===== src/rtl/regfile_wb_arbiter.sv =====
// Register-file write-port arbiter: pipeline writeback (port A) beats a FIFO of
// long-latency results (port B); a busy scoreboard tracks pending port-B writes.
module regfile_wb_arbiter #(
  parameter int DEPTH        = 2,
  parameter int STARVE_LIMIT = 4
) (
  input  logic        clk,
  input  logic        rst,
  input  logic        a_valid,
  input  logic [4:0]  a_reg,
  input  logic [31:0] a_data,
  input  logic        b_valid,
  input  logic [4:0]  b_reg,
  input  logic [31:0] b_data,
  output logic        b_ready,
  input  logic        issue_valid,
  input  logic [4:0]  issue_reg,
  output logic        rf_we,
  output logic [4:0]  rf_waddr,
  output logic [31:0] rf_wdata,
  output logic [31:0] busy,
  output logic        wb_stall,
  output logic        err
);

  localparam int AW = (DEPTH > 1) ? $clog2(DEPTH) : 1;

  typedef struct packed {
    logic [4:0]  rd;
    logic [31:0] data;
  } b_entry_t;

  b_entry_t    mem_q [DEPTH];
  b_entry_t    head;
  logic [AW:0] wr_ptr_q, wr_ptr_d, rd_ptr_q, rd_ptr_d;
  logic        full, empty, push, pop;

  logic [3:0]  starve_q, starve_d;
  logic        wb_stall_q, wb_stall_d;
  logic        err_q, err_d;
  logic [31:0] busy_q, busy_d;
  logic        rf_we_q, rf_we_d;
  logic [4:0]  rf_waddr_q, rf_waddr_d;
  logic [31:0] rf_wdata_q, rf_wdata_d;

  // The extra pointer bit separates full (MSBs differ) from empty (all equal).
  assign empty   = (wr_ptr_q == rd_ptr_q);
  assign full    = (wr_ptr_q[AW] != rd_ptr_q[AW]) &&
                   (wr_ptr_q[AW-1:0] == rd_ptr_q[AW-1:0]);
  assign b_ready = !full && !rst;
  assign push    = b_valid && b_ready;
  assign pop     = !a_valid && !empty;
  assign head    = mem_q[rd_ptr_q[AW-1:0]];

  always_comb begin
    wr_ptr_d   = push ? wr_ptr_q + (AW+1)'(1) : wr_ptr_q;
    rd_ptr_d   = pop  ? rd_ptr_q + (AW+1)'(1) : rd_ptr_q;

    rf_we_d    = 1'b0;
    rf_waddr_d = rf_waddr_q;
    rf_wdata_d = rf_wdata_q;
    busy_d     = busy_q;
    if (a_valid) begin
      rf_we_d    = (a_reg != 5'd0);
      rf_waddr_d = a_reg;
      rf_wdata_d = a_data;
    end else if (pop) begin
      rf_we_d    = (head.rd != 5'd0);
      rf_waddr_d = head.rd;
      rf_wdata_d = head.data;
      busy_d[head.rd] = 1'b0;
    end
    // A new issue to the register being retired this cycle must stay busy.
    if (issue_valid && issue_reg != 5'd0) busy_d[issue_reg] = 1'b1;
    busy_d[0] = 1'b0;

    if (empty || pop)           starve_d = 4'd0;
    else if (starve_q != 4'hF)  starve_d = starve_q + 4'd1;
    else                        starve_d = starve_q;
    wb_stall_d = (starve_d >= 4'(STARVE_LIMIT));

    err_d = err_q
          | (issue_valid && issue_reg != 5'd0 && busy_q[issue_reg])
          | (a_valid && wb_stall_q)
          | (b_valid && !b_ready);
  end

  // NOTE: state flops use non-blocking assignments so every flop samples the
  // pre-edge value of its neighbours regardless of statement order.
  always_ff @(posedge clk or posedge rst) begin
    if (rst) begin
      wr_ptr_q   <= '0;
      rd_ptr_q   <= '0;
      starve_q   <= 4'd0;
      wb_stall_q <= 1'b0;
      err_q      <= 1'b0;
      busy_q     <= '0;
      rf_we_q    <= 1'b0;
      rf_waddr_q <= 5'd0;
      rf_wdata_q <= 32'd0;
    end else begin
      wr_ptr_q   <= wr_ptr_d;
      rd_ptr_q   <= rd_ptr_d;
      starve_q   <= starve_d;
      wb_stall_q <= wb_stall_d;
      err_q      <= err_d;
      busy_q     <= busy_d;
      rf_we_q    <= rf_we_d;
      rf_waddr_q <= rf_waddr_d;
      rf_wdata_q <= rf_wdata_d;
    end
  end

  // NOTE: FIFO storage is deliberately not reset; the pointers alone decide
  // which entries are valid, so stale contents are never observed.
  always_ff @(posedge clk) begin
    if (push) mem_q[wr_ptr_q[AW-1:0]] <= '{rd: b_reg, data: b_data};
  end

  assign rf_we    = rf_we_q;
  assign rf_waddr = rf_waddr_q;
  assign rf_wdata = rf_wdata_q;
  assign busy     = busy_q;
  assign wb_stall = wb_stall_q;
  assign err      = err_q;

endmodule


===== config.mk =====
export PLATFORM = sky130hd
export DESIGN_NAME = regfile_wb_arbiter
export DESIGN_NICKNAME = d
export VERILOG_FILES = /design/src/rtl/regfile_wb_arbiter.sv
export SDC_FILE = /design/constraint.sdc
export NUM_CORES = 1
export LEC_CHECK = 0
export CAP_MARGIN = 20
export CORE_ASPECT_RATIO = 0.9
export CORE_MARGIN = 10
export CORE_UTILIZATION = 59
export DETAILED_ROUTE_END_ITERATION = 10
export DONT_BUFFER_PORTS = 1
export PLACE_DENSITY = 0.77
export SYNTH_ARGS = -nofsm -noshare
export SYNTH_HDL_FRONTEND = slang
export SYNTH_SLANG_ARGS = --single-unit

===== constraint.sdc =====
create_clock -name clk -period 4.4 [get_ports clk]
set_clock_uncertainty 0.2 [all_clocks]
set_input_delay 1.1 -clock clk [delete_from_list [all_inputs] [get_ports clk]]
set_output_delay 1.1 -clock clk [all_outputs]
set_load 0.05 [all_outputs]

# Word level (Yosys, flattened, before mapping)
# Memories as Yosys holds them, arrays and structs flattened.
# Cells that the tools add are included.
# totals
reg_bits,79
latch_bits,0
mem_bits_rw,74
romBits,0
output_inout_bits,73
memories,1
# memory_table
name,depth,width,read_ports,rd_clocked_by_memory_dff,wr,line,text
mem_q,2,37,1,0,1,33,b_entry_t mem_q [DEPTH];
# op_classes
n_addsub,3
mul,0
div,0
n_lt_le_gt_ge,5
n_eq_ne,4
shifts,0
n_mux,19
n_bitwise,6
n_reduce_logical,20
# op_table
cell,n
2-to-1 mux 32 bit,5
AND 32 bit,1
inverter 32 bit,1
bitwise OR 32 bit,1
nonzero test 5 bit,3
"less-than comparator 5 x 6 -> 1 bit, second input constant",2
demux 1 bit (select 5 bit),2
">= comparator 5 x 1 -> 1 bit, second input constant",2
logical AND 1 bit,10
2-to-1 mux 5 bit,2
2-to-1 mux 4 bit,2
2-to-1 mux 1 bit,7
binary-select mux 1 bit (select 5 bit),1
logical NOT 1 bit,5
"adder 2 x 1 -> 2 bit, second input constant",2
"adder 4 x 1 -> 4 bit, second input constant",1
">= comparator 4 x 3 -> 1 bit, second input constant",1
"inequality test 4 bit, second input constant",1
bitwise OR 1 bit,3
== test 2 bit,1
nonzero test 2 bit,1
== test 1 bit,1
logical OR 1 bit,1
inequality test 1 bit,1

# Depth between registers and ports, before layout
# Gate-level depths: netlist of run 1.
# An unclocked memory read counts as a cell.
# logic_depth
ltp_word,11
ltp_mapped,7
ltp_nobuf,6

# Worst setup path before layout of run 1
# Ideal clock, no wire load.
# synth_path
path_type,input-to-reg
startpoint,input port rst
endpoint,memory mem_q[0][0] in the netlist's numbering (enable)
t_arrival_ns,3.369
setup_slack_ns,0.400
path_stages,3
cell_sequence,a21oi_2 -> nand2_1 -> nor2_1
# synth_between
elab_chain_cells,5
# synth_rtl
element,line,text
from (decl),8,"input logic rst,"
logical NOT 1 bit (no source line),-,
logical AND 1 bit,50,assign b_ready = !full && !rst;
logical AND 1 bit,51,assign push = b_valid && b_ready;
2-to-1 mux 1 bit,117,"if (push) mem_q[wr_ptr_q[AW-1:0]] <= '{rd: b_reg, data: b_data};"
2-to-1 mux 1 bit (not written as such),117,
to (decl),33,
# Every way passes these cells.

# Final worst setup path of run 1
# layout_path
startpoint,register wr_ptr_q[0]
endpoint,output port b_ready
# layout_between
elab_chain_cells,4
# layout_rtl
element,line,text
from (decl),35,"logic [AW:0] wr_ptr_q, wr_ptr_d, rd_ptr_q, rd_ptr_d;"
from (signal assigned),102,wr_ptr_q <= wr_ptr_d;
== test 1 bit,49,(wr_ptr_q[AW-1:0] == rd_ptr_q[AW-1:0]);
logical AND 1 bit,48,assign full = (wr_ptr_q[AW] != rd_ptr_q[AW]) &&
logical NOT 1 bit,50,
logical AND 1 bit,50,
to (decl),15,"output logic b_ready,"
# Every way passes these cells.

==> out/results.ini, run 1 <==
[finish]
utilization_pct=66.2
multiInputGateArea_um2=2120
drive_gt1_share_pct=8.65
final_net_count=627
fillers=784
area_growth_pct=10.1
fin_cells=688
diodes=0
final-seq-area_um2=4200

[route]
routed_wl_mm=15.1
met1_length_mm=5.62
drtAntennaViolNets=0
met2_length_mm=7.28
vias=4245
wl_per_cell_um=22.0
dr.first_iter.drc_count=386
dr_wl_met3_mm=1.98
drt_pass1_iterations=4
route.detailed.drc=0
via_per_inst=6.17
highest_layer=met4

[worst_setup_path]
cp.required_ns=3.10
critical_path_arrival_ns=1.56
crit_path_end_kind=primary output
slowest_stage=dfrtp_1
worstSetupPathType=flop to primary output
reg2regPathDepth=6
path_cells=xnor2_2 -> a21oi_2 -> buf_4
crit_path_max_incr_delay_ns=0.46
critPathMaxFanout=4
start_kind=flop

[sta]
finalSetupTns_ns=0
slew_headroom_pct=35.8
hold_viol_final=0
worst_pin_slew_ns=0.963
setup_slack_ns=1.54
maxSlewViolCount=0
finalSetupViolations=0
fmax_mhz=350
finalCritPeriodShare_pct=65.0
period_needed_ns=2.86
grt_setup_unrepaired=false

[clock_network]
cts_resized=0
clockBufferDepth=2
clk_latency_ns=0.42
cts_root_buffer=clkbuf_16
post_cts_buffers=0
numCtsBuffers=17
cts_hold_buf=0
htreeDepth=4
cts_tree=yes
clkTransAtPathRegs_ns=0.06
clock_sinks=153

[logic_synthesis]
async_reset_ff_share_pct=51.6
ys.warnings.count=0
synthAdderAreaFrac_pct=0.193
synth-seq-area-share_pct=64.9
ys_ff_latch=153
synth.distinct_cells=45
synthMuxAreaShare_pct=7.86
syn_inst=546
synthSimpleGateAreaFrac_pct=9.39
avgSynthCellArea_um2=11.9
synthFlopType=dfrtp_1
synth_top_area_share_pct=34.3
synthXorXnorAreaFrac_pct=1.20
synth_edf_count=74
synth_compound_area_share_pct=13.9
synth_top_cell_by_area=edfxtp_1
synth_area_um2=6470
synth_area_leaders=edfxtp_1, dfrtp_1, o21ai_1
synth_fp_nets=631
synth_top_family_by_area=compound AO/OA/AOI/OAI gates

[pwr]
ir_worst_vdd_v=0.000476
p_per_area_nw_per_um2=876
leakage_nw=2.78

[placement]
dp_hpwl_mm=10.5
place_congestion=0.889
portBuffers=0
placed_cells=655
dp_slack_ns=1.27

[floorplanning]
start_util_pct=60.1
io_pins=157
die_area_um2=15600
num_rows=36
die_x_um=130
die_height_um=119
coreArea_um2=10800

[global_route]
grt-ovfl-total=0
grt_first_pass_wirelength_mm=23.7
antenna_found_initial=0
grt_max_degree=82
first_global_vias=4335
grt_use_total_pct=19.8

[run_status]
status=finished clean

[run]
max_cap_viol_count=0

[min_path]
min_path_type=flop to flop
hold_depth=1

## final timing paths
kind	from	endpoint	slack [ns]
setup / recovery	wr_ptr_q[0]$_DFFE_PP0N_	b_ready	1.54
setup reg to reg	rd_ptr_q[0]$_DFFE_PP0P_	busy[3]$_DFF_PP0_	1.86
hold / removal	rd_ptr_q[1]$_DFFE_PP0P_	rd_ptr_q[1]$_DFFE_PP0P_	0.34
hold reg to reg	rd_ptr_q[1]$_DFFE_PP0P_	rd_ptr_q[1]$_DFFE_PP0P_	0.34
max in group asynchronous	rst	busy[6]$_DFF_PP0_	2.73
min in group asynchronous	rst	starve_q[2]$_DFF_PP0_	0.52
## cell usage in the layout, fill, tap and decap left out, drive strengths merged, types with 3 or more instances in the layout
master    instances
nand3b            5
o2bb2ai           4
buf               6
a21oi             4
a31oi             3
xnor2             5
mux2i            43
nor3              3
inv               7
nand3             7
o21ai           128
or3b              3
clkinv            6
o32ai             4
mux4              3
clkbuf           20
nand2            96
o22ai             6
nand2b            4
dfrtp            79
xor2              3
clkinvlp          3
edfxtp           74
nor2             16
## logic make-up (layout without fill, tap and decap cells)
| kind of cell | count (synthesis) | count (layout) |
|---|---|---|
| muxes | 47 | 47 |
| buffers and inverters | 35 | 44 |
| DFF | 153 | 153 |
| xor gates and xnor gates | 8 | 8 |
| AOI/OAI and AO/OA | 160 | 160 |
| other | 1 | 1 |
| adders and majority gates | 1 | 1 |
| and+or+nand+nor | 141 | 141 |
## layer usage
metal	global-route usage, %	vias to the layer above
li1	-	1976
met1	23.3	2066
met2	30.4	187
met3	10.8	16
met4	6.39	0
met5	0	-
## cell type report
| cell class | count | share of cell area [%] |
|---|---|---|
| repair buffers | 6 | 0.807 |
| clock inverters | 12 | 1.79 |
| multi-input cells | 358 | 29.7 |
| inverters | 6 | 0.333 |
| well taps | 133 | 2.33 |
| flip-flops and latches | 153 | 58.9 |
| clock buffers | 20 | 6.12 |
## critical path: cells and delay by family (launching register included)
kind,cells,cell delay (ns)
DFF,1,0.46
xor gates and xnor gates,1,0.35
buffers and inverters,1,0.21
AOI/OAI and AO/OA,1,0.13
## through the flow
stage	power, mW	instance area, µm²	hold WS, ns
6_report	6.25	7130	0.337
5_1_grt	6.59	7130	0.365
4_1_cts	6.27	7110	0.335
3_5_place_dp	4.88	6550	0.326
3_3_place_gp	4.81	6550	0.312
2_1_floorplan	4.50	6470	0.293
## report_power, final
| part | leakage [nW] | internal (mW) | switching, mW | total [mW] |
|---|---|---|---|---|
| clock network | 0.268 | 0.833 | 0.554 | 1.39 |
| logic | 0.902 | 0.547 | 0.927 | 1.47 |
| registers | 1.61 | 1.94 | 1.45 | 3.39 |
| total | 2.78 | 3.32 | 2.93 | 6.25 |
## cell usage after synthesis (4+ instances only)
master and number:
o21ai_1 97, nand2_1 96, dfrtp_1 79, edfxtp_1 74, mux2i_1 43, o21ai_0 31, nor2_1 16, buf_2 14
clkbuf_1 11, nand3_1 7, inv_1 6, o22ai_1 6, nand3b_1 5, nand2b_1 4, o2bb2ai_1 4, xnor2_1 4
## flip-flops by register name, summed over array words and instances, names as in the netlist
register  count
busy         31
err           1
mem_q        74
rd_ptr_q      2
rf_waddr      5
rf_wdata     32
rf_we         1
starve_q      4
wb_stall      1
wr_ptr_q      2
Power figures use the tool's default switching activity.
==> run 2, diff against run 1 <==
==> constraint.sdc (replaced) <==
create_clock -name clk -period 2.9 [get_ports clk]
set_clock_uncertainty 0.2 [all_clocks]
set_input_delay 0.725 -clock clk [delete_from_list [all_inputs] [get_ports clk]]
set_output_delay 0.725 -clock clk [all_outputs]
set_load 0.05 [all_outputs]
==> run 2 against run 1 <==
Compared with the run above:
- sequential power up 52%
- clock power up 58%
- die area unchanged
- register-to-register slack worse by 1.3 ns
- clock-buffer cell count unchanged
- combinational power up 54%
- first-iteration DRC count up 26%
- flip-flop and latch count unchanged
- critical path depth unchanged
- global-route usage up 0.64 points
- critical path type unchanged
- critical endpoint unchanged
- highest routed layer unchanged
==> out/results.ini, run 2 (synthesized netlist as in run 1, its figures left out) <==
[route]
routed_wl_mm=15.4  ; was 15.1 mm
via_per_inst=6.23  ; was 6.17
dr.first_iter.drc_count=485  ; was 386
route.detailed.drc=0  ; unchanged
vias=4304  ; was 4245
drt_pass1_iterations=5  ; was 4
wl_per_cell_um=22.2  ; was 22.0 µm
drtAntennaViolNets=0  ; unchanged

[finish]
largest_register_ffs=74  ; unchanged
final_cell_mix=o21ai_1, nand2_1, dfrtp_1  ; unchanged
area_growth_pct=11.4  ; was 10.1%
multiInputGateArea_um2=2120  ; unchanged
fillers=803  ; was 784
drive_gt1_share_pct=9.50  ; was 8.65%
fin_cells=691  ; was 688
final_common_cell=o21ai_1  ; unchanged
final-seq-area_um2=4200  ; unchanged
diodes=0  ; unchanged
final_net_count=630  ; was 627

[placement]
portBuffers=0  ; unchanged
place_congestion=0.849  ; was 0.889
dp_hpwl_mm=10.6  ; was 10.5 mm
placed_cells=659  ; was 655
dp_slack_ns=0.644  ; was 1.27 ns

[worst_setup_path]
crit_path_end_kind=primary output  ; unchanged
worstSetupPathType=flop to primary output  ; unchanged
start_kind=flop  ; unchanged
rrSetupSlack_ns=0.61  ; was 1.86 ns
path_cells=xnor2_2 -> a21oi_2 -> buf_4  ; unchanged
reg2regPathDepth=6  ; unchanged
regToRegStartpoint=rd_ptr_q[0]$_DFFE_PP0P_  ; unchanged
slowest_stage=dfrtp_2  ; was dfrtp_1
cp.required_ns=1.98  ; was 3.10 ns
critical_path_arrival_ns=1.72  ; was 1.56 ns
critPathMaxFanout=12  ; was 4
crit_path_max_incr_delay_ns=0.53  ; was 0.46 ns
reg2reg_to=busy[20]$_DFF_PP0_  ; was busy[3]$_DFF_PP0_

[sta]
fmax_mhz=378
setup_slack_ns=0.256  ; was 1.54 ns
hold_viol_final=0  ; unchanged
worst_pin_slew_ns=0.756  ; was 0.963 ns
finalSetupTns_ns=0  ; unchanged
maxSlewViolCount=0  ; unchanged
slew_headroom_pct=49.6  ; was 35.8%
finalCritPeriodShare_pct=91.2
finalSetupViolations=0  ; unchanged
whs_ns=0.0572  ; was 0.337 ns
grt_setup_unrepaired=false  ; unchanged
period_needed_ns=2.64

[clock_network]
cts_root_buffer=clkbuf_16  ; unchanged
clkTransAtPathRegs_ns=0.06  ; about the same
cts_hold_buf=0  ; unchanged
clock_sinks=153  ; unchanged
post_cts_buffers=0  ; unchanged
clockBufferDepth=2  ; unchanged
htreeDepth=4  ; unchanged
cts_tree=yes  ; unchanged
clk_latency_ns=0.42  ; about the same
cts_resized=0  ; unchanged
numCtsBuffers=17  ; unchanged

[floorplanning]
start_util_pct=60.1  ; unchanged
coreArea_um2=10800  ; unchanged
die_height_um=119  ; unchanged
die_area_um2=15600  ; unchanged
num_rows=36  ; unchanged
die_x_um=130  ; unchanged
io_pins=157  ; unchanged

[global_route]
grt_use_total_pct=20.4  ; was 19.8%
grt_first_pass_wirelength_mm=24.4  ; was 23.7 mm
grt-ovfl-total=0  ; unchanged
first_global_vias=4367  ; was 4335
grt_max_degree=82  ; unchanged
antenna_found_initial=1  ; was 0

[pwr]
ir_worst_vdd_v=0.000866  ; was 0.000476 V
leakage_nw=2.82  ; was 2.78 nW
p_per_area_nw_per_um2=1330  ; was 876 nW/µm²

[run]
max_cap_viol_count=0  ; unchanged

[min_path]
min_path_type=primary input to async pin  ; was flop to flop

[run_status]
status=finished clean  ; unchanged

==> run 2: cell types whose count changed in the layout (fill, tap and decap cells not counted), moves of 2 or more <==
cell and delta:
clkbuf_1 -2, buf_12 +2, clkbuf_8 +2, inv_6 +3
clkinv_2 -3
==> run 2: metal layers <==
layer  up-vias  track usage, %  wire [µm]
met5         -               0          0
met1      2084            23.5       5710
met2       217            31.4       7410
li1       1985               -          -
met3        18            11.8       2070
met4         0            7.01        184
==> run 2: cell type report <==
type | count | area share, %
repair buffers | 9 | 1.46
well taps | 133 | 2.31
multi-input cells | 358 | 29.4
clock inverters | 12 | 1.91
flip-flops and latches | 153 | 58.2
clock buffers | 20 | 6.33
inverters | 6 | 0.364
==> run 2: power breakdown <==
group          internal [mW]  switching (mW)  total, mW
clock                   1.32           0.876       2.20
sequential              2.94            2.20       5.14
combinational          0.862            1.40       2.27
total                   5.13            4.48       9.61
==> run 2: worst max-delay path by stage <==
stage                                  startpoint                 endpoint  slack [ns]  depth (start not counted)
after floorplan                               rst    mem_q[0][0]$_DFFE_PP_        0.25                          3
after global placement    rd_ptr_q[0]$_DFFE_PP0P_  rf_waddr[0]$_DFFE_PP0P_        0.67                          6
after detailed placement  rd_ptr_q[0]$_DFFE_PP0P_    starve_q[2]$_DFF_PP0_        0.64                          5
after CTS                 rd_ptr_q[0]$_DFFE_PP0P_                  b_ready        0.24                          3
after global routing      rd_ptr_q[0]$_DFFE_PP0P_                  b_ready        0.20                          3
final                     rd_ptr_q[0]$_DFFE_PP0P_                  b_ready        0.26                          3
==> run 2: metrics by stage <==
step | util (%) | cell area (µm²) | power [mW]
floorplan | - | 6490 | 6.83
global placement | 61.5 | 6620 | 7.35
detailed placement | 61.5 | 6620 | 7.45
CTS | 67.0 | 7210 | 9.67
global route | 67.0 | 7210 | 10.1
finish | 67.0 | 7210 | 9.61
==> run 2: worst max-delay path: cells and delay by family (launching register included) <==
kind	cells	cell delay [ns]
xor+xnor	1	0.41
buf+inv	1	0.21
compound gates	1	0.15
flops	1	0.53
==> run 3, diff against run 2 <==
--- a/config.mk
+++ b/config.mk
@@ -5,13 +5,14 @@
 export SDC_FILE = /design/constraint.sdc
 export NUM_CORES = 1
 export LEC_CHECK = 0
+export ABC_CLOCK_PERIOD_IN_PS = 2900
 export CAP_MARGIN = 20
 export CORE_ASPECT_RATIO = 0.9
 export CORE_MARGIN = 10
-export CORE_UTILIZATION = 59
+export CORE_UTILIZATION = 43
 export DETAILED_ROUTE_END_ITERATION = 10
 export DONT_BUFFER_PORTS = 1
-export PLACE_DENSITY = 0.77
+export PLACE_DENSITY = 0.6
 export SYNTH_ARGS = -nofsm -noshare
 export SYNTH_HDL_FRONTEND = slang
 export SYNTH_SLANG_ARGS = --single-unit
==> run 3 against run 2 <==
Compared with the run above:
- sequential share of layout area decreased by 0.77 points
- total power increased by 0.47%
- register-to-register slack got worse by 0.07 ns
- largest cell class unchanged
==> out/results.ini, run 3 (synthesized netlist as in run 1, its figures left out) <==
[run_status]
status=finished clean  ; unchanged

[floorplanning]
die_x_um=149  ; was 130 µm
start_util_pct=44.0  ; was 60.1%
io_pins=157  ; unchanged
num_rows=42  ; was 36
die_area_um2=20400  ; was 15600 µm²
coreArea_um2=14700  ; was 10800 µm²
die_height_um=136  ; was 119 µm

[sta]
finalSetupViolations=0  ; unchanged
worst_pin_slew_ns=0.573  ; was 0.756 ns
maxSlewViolCount=0  ; unchanged
finalCritPeriodShare_pct=89.1  ; was 91.2%
setup_slack_ns=0.316  ; was 0.256 ns
slew_headroom_pct=61.8  ; was 49.6%
grt_setup_unrepaired=false  ; unchanged
period_needed_ns=2.58  ; was 2.64 ns
fmax_mhz=387  ; was 378 MHz
hold_viol_final=0  ; unchanged
finalSetupTns_ns=0  ; unchanged

[clock_network]
numCtsBuffers=17  ; unchanged
cts_resized=0  ; unchanged
clkTransAtPathRegs_ns=0.06  ; about the same
clock_sinks=153  ; unchanged
cts_tree=yes  ; unchanged
clockBufferDepth=2  ; unchanged
clk_latency_ns=0.42  ; about the same
htreeDepth=4  ; unchanged
cts_root_buffer=clkbuf_16  ; unchanged
post_cts_buffers=0  ; unchanged

[global_route]
grt_use_total_pct=16.0  ; was 20.4%
grt_max_degree=82  ; unchanged
grt-ovfl-total=0  ; unchanged
grt_first_pass_wirelength_mm=25.0  ; was 24.4 mm
first_global_vias=4472  ; was 4367
antenna_found_initial=0  ; was 1

[worst_setup_path]
crit_path_end_kind=primary output  ; unchanged
start_kind=flop  ; unchanged
critPathMaxFanout=16  ; was 12
rrSetupSlack_ns=0.54  ; was 0.61 ns
cp.required_ns=1.98  ; about the same
critical_path_arrival_ns=1.66  ; was 1.72 ns
worstSetupPathType=flop to primary output  ; unchanged

[finish]
multiInputGateArea_um2=2120  ; unchanged
final_net_count=631  ; was 630
final_cell_mix=o21ai_1, nand2_1, dfrtp_1  ; unchanged
largest_register_ffs=74  ; unchanged
diodes=0  ; unchanged
drive_gt1_share_pct=9.66  ; was 9.50%
final-seq-area_um2=4200  ; unchanged
final_common_cell=o21ai_1  ; unchanged
fillers=1333  ; was 803
area_growth_pct=12.9  ; was 11.4%

[pwr]
leakage_nw=2.83  ; was 2.82 nW
ir_worst_vdd_v=0.000717  ; was 0.000866 V
p_per_area_nw_per_um2=1320  ; was 1330 nW/µm²

[route]
drtAntennaViolNets=0  ; unchanged
wl_per_cell_um=21.1  ; was 22.2 µm
dr.first_iter.drc_count=295  ; was 485
via_per_inst=5.55  ; was 6.23
routed_wl_mm=16.0  ; was 15.4 mm
vias=4200  ; was 4304
drt_pass1_iterations=5  ; unchanged
route.detailed.drc=0  ; unchanged

[run]
max_cap_viol_count=0  ; unchanged

[placement]
dp_slack_ns=0.536  ; was 0.644 ns
portBuffers=0  ; unchanged
dp_hpwl_mm=11.3  ; was 10.6 mm
place_congestion=0.849  ; about the same

[min_path]
min_path_type=primary input to flop  ; was primary input to async pin

run 3: report_power, final:
part | internal [mW] | switching (mW)
logic | 0.873 | 1.38
clock network | 1.31 | 0.918
registers | 2.94 | 2.23
run 3: path summary, 6_finish.rpt:
path	start	end	depth (start not counted)
max in group asynchronous	rst	rd_ptr_q[0]$_DFFE_PP0P_	3
setup / recovery	rd_ptr_q[0]$_DFFE_PP0P_	b_ready	3
min in group asynchronous	rst	starve_q[0]$_DFF_PP0_	2
hold reg to reg	rd_ptr_q[1]$_DFFE_PP0P_	rd_ptr_q[1]$_DFFE_PP0P_	1
hold / removal	a_valid	rf_wdata[8]$_DFFE_PP0P_	1
setup reg to reg	rd_ptr_q[0]$_DFFE_PP0P_	rf_waddr[4]$_DFFE_PP0P_	6
run 3: cell type report:
class | count | share of cell area (%)
Clock inverter | 13 | 2.14
Inverter | 6 | 0.360
Clock buffer | 19 | 6.06
Sequential cell | 153 | 57.5
Timing Repair Buffer | 10 | 1.58
Tap cell | 198 | 3.39
Multi-Input combinational cell | 358 | 29.0
run 3: routing by layer:
metal | part of all wire, % | wire length (µm) | global-route usage, % | vias to the layer above
li1 | - | - | - | 1980
met1 | 39 | 6220 | 18.6 | 2037
met2 | 46 | 7410 | 24.4 | 167
met3 | 14 | 2200 | 9.54 | 16
met4 | 1.1 | 173 | 5.12 | 0
met5 | 0 | 0 | 0 | -
run 3: worst max-delay path, cell delays in order, from the launching register on:
cell and delay, ns:
dfrtp_2 0.55, xnor2_2 0.39, a21oi_2 0.09, buf_4 0.20
run 3: stage by stage:
stage | hold slack [ns] | area (µm²) | total power, mW | utilization [%] | instances
after global routing | 0.167 | 7310 | 10.2 | 49.7 | 757
after floorplan | 0.293 | 6490 | 6.83 | - | 546
after detailed placement | 0.316 | 6700 | 7.51 | 45.5 | 724
final | 0.190 | 7310 | 9.65 | 49.7 | 757
after global placement | 0.311 | 6700 | 7.42 | 45.5 | 724
after CTS | 0.171 | 7310 | 9.76 | 49.7 | 757
run 3: timing repair:
item | CTS | global route
setup endpoints to repair | 0 | 0
hold endpoints to repair | 5 | 0
hold buffers | 1 | 0
